[src/rtl/rv_trace_buffer.sv]
// Commit-trace capture: classifies retired instructions into records, buffers them in a
// FWFT FIFO and keeps instr/cycle/drop counters. Define TRACE_CPI_EN for the CPI divider.
//
// state | meaning
// IDLE  | waiting for en_i
// RUN   | capturing retires until instr_i == 0
// DRAIN | end seen, waiting for the FIFO to empty
// DONE  | drained; counters frozen until clear_i
module rv_trace_buffer #(
    parameter int XLEN  = 32,
    parameter int DEPTH = 16,
    parameter int CNT_W = 32
) (
    input  logic             clk_i,
    input  logic             rst_i,
    input  logic             en_i,
    input  logic             clear_i,
    input  logic             update_i,
    input  logic [XLEN-1:0]  pc_i,
    input  logic [XLEN-1:0]  instr_i,
    input  logic [4:0]       reg_addr_i,
    input  logic [XLEN-1:0]  reg_data_i,
    input  logic [XLEN-1:0]  mem_addr_i,
    input  logic [XLEN-1:0]  mem_data_i,
    output logic             trace_valid_o,
    input  logic             trace_ready_i,
    output logic [1:0]       trace_kind_o,
    output logic [XLEN-1:0]  trace_pc_o,
    output logic [XLEN-1:0]  trace_instr_o,
    output logic [4:0]       trace_rd_o,
    output logic [XLEN-1:0]  trace_data_o,
    output logic [XLEN-1:0]  trace_addr_o,
    output logic [CNT_W-1:0] instr_cnt_o,
    output logic [CNT_W-1:0] cycle_cnt_o,
    output logic [CNT_W-1:0] drop_cnt_o,
    output logic             done_o,
    output logic             overflow_o,
    output logic [31:0]      cpi_o,
    output logic             cpi_valid_o
);

    localparam int AW    = $clog2(DEPTH);
    localparam int PTR_W = AW + 1;

    localparam logic [1:0] KIND_REG   = 2'd0;
    localparam logic [1:0] KIND_LOAD  = 2'd1;
    localparam logic [1:0] KIND_STORE = 2'd2;
    localparam logic [1:0] KIND_NONE  = 2'd3;

    localparam logic [6:0] OP_STORE  = 7'b0100011;
    localparam logic [6:0] OP_LOAD   = 7'b0000011;
    localparam logic [6:0] OP_BRANCH = 7'b1100011;

    typedef enum logic [1:0] {IDLE, RUN, DRAIN, DONE} state_t;

    typedef struct packed {
        logic [1:0]      kind;
        logic [XLEN-1:0] pc;
        logic [XLEN-1:0] instr;
        logic [4:0]      rd;
        logic [XLEN-1:0] data;
        logic [XLEN-1:0] addr;
    } rec_t;

    function automatic logic [CNT_W-1:0] sat_inc(input logic [CNT_W-1:0] v);
        return (&v) ? v : v + CNT_W'(1);
    endfunction

    state_t           state;
    rec_t             mem [DEPTH];
    rec_t             rec;
    rec_t             head;
    logic [PTR_W-1:0] wr_ptr;
    logic [PTR_W-1:0] rd_ptr;
    logic [PTR_W-1:0] count;
    logic             empty;
    logic             full;
    logic             live;
    logic             push_req;
    logic             push_ok;
    logic             drop;
    logic             pop;

    always_comb begin
        rec       = '0;
        rec.pc    = pc_i;
        rec.instr = instr_i;
        if (instr_i[6:0] == OP_STORE) begin
            rec.kind = KIND_STORE;
            rec.addr = mem_addr_i;
            unique case (instr_i[14:12])
                3'b000:  rec.data = XLEN'(mem_data_i[7:0]);
                3'b001:  rec.data = XLEN'(mem_data_i[15:0]);
                default: rec.data = mem_data_i;
            endcase
        end else if (instr_i[6:0] == OP_LOAD) begin
            rec.kind = KIND_LOAD;
            rec.rd   = reg_addr_i;
            rec.data = reg_data_i;
            rec.addr = mem_addr_i;
        end else if (instr_i[6:0] == OP_BRANCH || reg_addr_i == 5'd0) begin
            rec.kind = KIND_NONE;
        end else begin
            rec.kind = KIND_REG;
            rec.rd   = reg_addr_i;
            rec.data = reg_data_i;
        end
    end

    assign count    = wr_ptr - rd_ptr;
    assign empty    = (count == '0);
    assign full     = (count == PTR_W'(DEPTH));
    assign live     = (state == RUN) && (instr_i != '0);
    assign push_req = live && update_i;
    assign pop      = trace_valid_o && trace_ready_i;
    // A pop in the same cycle frees the slot, so a full FIFO still accepts the push.
    assign push_ok  = push_req && (!full || pop);
    assign drop     = push_req && full && !pop;

    always_ff @(posedge clk_i) begin
        if (push_ok) begin
            mem[wr_ptr[AW-1:0]] <= rec;
        end
    end

    assign head          = mem[rd_ptr[AW-1:0]];
    assign trace_valid_o = !empty;
    assign trace_kind_o  = trace_valid_o ? head.kind  : 2'd0;
    assign trace_pc_o    = trace_valid_o ? head.pc    : '0;
    assign trace_instr_o = trace_valid_o ? head.instr : '0;
    assign trace_rd_o    = trace_valid_o ? head.rd    : 5'd0;
    assign trace_data_o  = trace_valid_o ? head.data  : '0;
    assign trace_addr_o  = trace_valid_o ? head.addr  : '0;

    always_ff @(posedge clk_i or posedge rst_i) begin
        if (rst_i) begin
            state       <= IDLE;
            wr_ptr      <= '0;
            rd_ptr      <= '0;
            instr_cnt_o <= '0;
            cycle_cnt_o <= '0;
            drop_cnt_o  <= '0;
            overflow_o  <= 1'b0;
            done_o      <= 1'b0;
        end else begin
            if (push_ok) begin
                wr_ptr <= wr_ptr + PTR_W'(1);
            end
            if (pop) begin
                rd_ptr <= rd_ptr + PTR_W'(1);
            end
            if (live) begin
                cycle_cnt_o <= sat_inc(cycle_cnt_o);
                if (update_i) begin
                    instr_cnt_o <= sat_inc(instr_cnt_o);
                end
            end
            if (drop) begin
                drop_cnt_o <= sat_inc(drop_cnt_o);
                overflow_o <= 1'b1;
            end
            case (state)
                IDLE: begin
                    if (en_i) begin
                        state <= RUN;
                    end
                end
                RUN: begin
                    if (instr_i == '0) begin
                        state <= DRAIN;
                    end
                end
                DRAIN: begin
                    if (empty) begin
                        state  <= DONE;
                        done_o <= 1'b1;
                    end
                end
                DONE: begin
                    if (clear_i) begin
                        state       <= IDLE;
                        done_o      <= 1'b0;
                        instr_cnt_o <= '0;
                        cycle_cnt_o <= '0;
                        drop_cnt_o  <= '0;
                        overflow_o  <= 1'b0;
                    end
                end
                default: state <= IDLE;
            endcase
        end
    end

`ifdef TRACE_CPI_EN
    localparam int QW = CNT_W + 16;
    localparam int BW = $clog2(QW + 1);
    localparam logic [QW-1:0] QMAX = QW'(64'hFFFF_FFFF);

    logic [QW-1:0]    quo;
    logic [QW-1:0]    quo_nx;
    logic [CNT_W:0]   rem;
    logic [CNT_W:0]   rem_sh;
    logic [CNT_W-1:0] divisor;
    logic [BW-1:0]    bits_left;
    logic             div_busy;
    logic             div_started;
    logic             take;

    // Restoring division: one quotient bit per cycle, MSB first.
    assign rem_sh = {rem[CNT_W-1:0], quo[QW-1]};
    assign take   = (rem_sh >= {1'b0, divisor});
    assign quo_nx = {quo[QW-2:0], take};

    always_ff @(posedge clk_i or posedge rst_i) begin
        if (rst_i) begin
            quo         <= '0;
            rem         <= '0;
            divisor     <= '0;
            bits_left   <= '0;
            div_busy    <= 1'b0;
            div_started <= 1'b0;
            cpi_o       <= '0;
            cpi_valid_o <= 1'b0;
        end else if (state == DONE && clear_i) begin
            quo         <= '0;
            rem         <= '0;
            divisor     <= '0;
            bits_left   <= '0;
            div_busy    <= 1'b0;
            div_started <= 1'b0;
            cpi_o       <= '0;
            cpi_valid_o <= 1'b0;
        end else if (state == DONE && !div_started) begin
            div_started <= 1'b1;
            if (instr_cnt_o == '0) begin
                cpi_o       <= 32'hFFFF_FFFF;
                cpi_valid_o <= 1'b1;
            end else begin
                quo       <= {cycle_cnt_o, 16'h0000};
                rem       <= '0;
                divisor   <= instr_cnt_o;
                bits_left <= BW'(QW);
                div_busy  <= 1'b1;
            end
        end else if (div_busy) begin
            rem       <= take ? rem_sh - {1'b0, divisor} : rem_sh;
            quo       <= quo_nx;
            bits_left <= bits_left - BW'(1);
            if (bits_left == BW'(1)) begin
                div_busy    <= 1'b0;
                cpi_valid_o <= 1'b1;
                cpi_o       <= (quo_nx > QMAX) ? 32'hFFFF_FFFF : 32'(quo_nx);
            end
        end
    end
`else
    assign cpi_o       = '0;
    assign cpi_valid_o = 1'b0;
`endif

endmodule

[config.mk]
export PLATFORM = sky130hd
export DESIGN_NAME = rv_trace_buffer
export DESIGN_NICKNAME = d
export VERILOG_FILES = /design/src/rtl/rv_trace_buffer.sv
export SDC_FILE = /design/constraint.sdc
export NUM_CORES = 2
export LEC_CHECK = 0
export BUFFER_PORTS_ARGS = -buffer_cell sky130_fd_sc_hd__clkbuf_2
export CAP_MARGIN = 20
export CORE_MARGIN = 1.5
export CORE_UTILIZATION = 40
export CTS_BUF_LIST = sky130_fd_sc_hd__clkbuf_2
export CTS_CLUSTER_SIZE = 10
export DETAILED_ROUTE_END_ITERATION = 12
export GPL_TIMING_DRIVEN = 0
export PLACE_DENSITY = 0.58
export SLEW_MARGIN = 25
export SYNTH_ARGS = -nofsm -noshare
export SYNTH_HDL_FRONTEND = slang
export SYNTH_SLANG_ARGS = --single-unit
[constraint.sdc]
create_clock -name clk_i -period 33.9 [get_ports clk_i]
set_input_delay 1.695 -clock clk_i [delete_from_list [all_inputs] [get_ports clk_i]]
set_output_delay 1.695 -clock clk_i [all_outputs]
set_load 0.02 [all_outputs]
==> run metrics <==
worst min path class in -> reg; non-filler cells, final 8595; Sum Neg Setup Slack 0 ns; GRT overflow 0; first-pass GRT wire length 349000 um; critical path endpoint category output pin; Syn. warnings 0; Synth top area share 0.731; # rows 172; maximum VDD drop 0.0629 mV; cts bufs inserted 593; Setup Viol. Count Final 0; number of hold violations in the final report 0; # Post-CTS Setup Buffers 0; crit path max fanout 10; core box area 0.220 mm^2; vias in the first global route 48157; critical path data arrival time 7.91 ns; placer congestion estimate 0.816; top-count cell post-synth edfxtp_1; Top cell by count, worst path clkbuf_2; power per cell area 74.5 mW/mm^2; met3 Usage GRT 0.0515; Yosys top cell by area edfxtp_1; vias 46809; Initial Util 0.403; CP Cell Sequence clkbuf_1, clkbuf_2, clkbuf_2, inv_1, ha_1, and3b_1, or4_1, a211oi_1, clkbuf_2, buf_16, buf_1, nor2b_1, clkbuf_2; Clock Skews 0.135 ns; Crit path max-delay family buffers and inverters; Synth Area per Inst 22.4 um^2; register area 0.0676 mm^2; outcome finished clean; HPWL reported at the end of detailed placement 165000 um; f_max 104 MHz; crit share post-route 0.283; initial antenna violation count 33; clk slew on worst S/H paths 0.10 ns; Max-slew headroom 0.126; Post-synth ARST share 0.0485; Fillers 18648; Post-Syn Area 0.0887 mm^2; largest net degree at the start of global routing 64; min Tclk post-route 9.61 ns; Die Wd 474 um; DP Worst Slack 25.96 ns; share of cells above drive strength 1 0.419; Synth Instances 3960; Yosys cell types 61; root buf cell clkbuf_2; WP buf/inv 8; commonest cells in the netlist 2160 x edfxtp_1, 675 x mux4_2, 138 x nor2b_1; RSZ-0062 raised after global routing false; CTS tree yes; DR iter-0 viols 5040; CP max-delay cell clkbuf_1; wire per inst 28.8 um; I/O Pins 438; Seq/Total Area, Yosys 0.762; max cap viols 0; Die ar. 0.225 mm^2; ranking of synthesized cells by area edfxtp_1 73%, mux4_2 17%, dfrtp_1 3.1%; Pleak 35.7 nW; CP peak stage delay 0.83 ns; Startpoint Class register; busiest grt layer met2; Skew-Pair Late Insertion Delay 1.88 ns; global-route met1 utilization 0.287; DR vias/cell 5.45; DRC 0; port bufs 404; DRT Wirelength 248000 um; EDFF count, synth 2160; dominant synthesized flop cell edfxtp_1; maximum clock path buffer count 4; # resized after CTS 0; hold_buf cts 11; Tot GR Track Use 0.220; CP Class reg -> out; area occupied by multi-input gates 0.0202 mm^2; H-tree depth 6; Inst Count DP 7600; Clock Sinks 2270; GRT met2 Usage 0.365; Final Max Slew Viols 0; die height 474 um; post-route setup slack 24.29 ns; transition time of the tightest slew-check pin 1.31 ns; Worst Path Required 32.20 ns; number of iterations in the first detailed-routing pass 5; number of routed nets with antenna violations 0; #FFs+latches synth 2270; final net count 5436; area grow syn2layout 17.2%
==> cells by family after synthesis <==
family	count (synthesis)	share of synthesized area
fa+ha+maj	16	0.00226
mux	688	0.173
xor+xnor	60	0.00608
flops	2270	0.762
simple gates	547	0.0350
other cells	1	0.0000423
compound gates	115	0.00919
buf+inv	263	0.0127
==> path summary, 6_finish.rpt <==
| path | start | to | slack (ns) | depth (start not counted) |
|---|---|---|---|---|
| min in group asynchronous | rst_i | cycle_cnt_o[11]$_DFF_PP0_ | 0.32 | 3 |
| max | rd_ptr[1]$_DFFE_PP0P_ | trace_instr_o[14] | 24.29 | 13 |
| max reg2reg | rd_ptr[1]$_DFFE_PP0P_ | mem[0][17]$_DFFE_PP_ | 27.25 | 18 |
| max in group asynchronous | rst_i | rd_ptr[4]$_DFFE_PP0P_ | 32.82 | 4 |
| min | trace_ready_i | rd_ptr[0]$_DFFE_PP0P_ | 0.22 | 3 |
| min reg2reg | wr_ptr[4]$_DFFE_PP0P_ | wr_ptr[4]$_DFFE_PP0P_ | 0.53 | 1 |
==> through the flow <==
stage	instance area, um^2	power (mW)	hold slack [ns]	util
after detailed placement	99100	6.11	0.513	0.450
after CTS	104000	7.88	0.00478	0.472
after floorplan	88900	5.00	0.483	-
final	104000	7.75	0.223	0.472
after global routing	104000	8.11	0.0465	0.472
after global placement	94600	6.08	0.499	0.430
==> registers in the layout, indices dropped and copies added (netlist names) <==
register     flops
mem           2160
cycle_cnt_o     32
overflow_o       1
instr_cnt_o     32
rd_ptr           5
wr_ptr           5
state            2
drop_cnt_o      32
done_o           1
==> layout make-up <==
cell class              instances  share of cell area
clock inverters               114             0.00473
plain buffers                 240              0.0111
diodes                         20            0.000481
repair buffers                662              0.0616
clock buffers                 849              0.0409
flip-flops and latches       2270               0.650
well taps                    2958              0.0356
inverters                      23            0.000902
multi-input cells            1459               0.195
==> placed cells by master, fill, tap and decap left out, types with 54 or more instances in the layout <==
cell and instances:
buf_16 87, clkbuf_1 96, nor2b_1 137, buf_4 125
nand2_1 54, mux4_2 675, edfxtp_1 2160, clkbuf_2 1295
dfrtp_1 110, nor2_1 74, clkinv_1 89
==> power breakdown <==
| part | internal, mW | switching [mW] |
|---|---|---|
| Sequential | 3.16 | 0.0284 |
| Combinational | 1.17 | 1.62 |
| Clock | 0.674 | 1.10 |
| Total | 5.01 | 2.74 |
==> worst register-to-register path: cells and delay by family, from the launching register on <==
kind            cells  cell delay (ns)
compound gates      2             0.57
fa+ha+maj           1             0.32
buf+inv            11             3.71
flops               1             0.40
simple gates        4             1.31
==> metal layers <==
metal / vias up / routed length (um)
li1: 19593 / -
met2: 2058 / 124000
met4: 18 / 6380
met3: 380 / 19700
met1: 24760 / 98000
met5: - / 114
(Power assumes the default switching activity.)
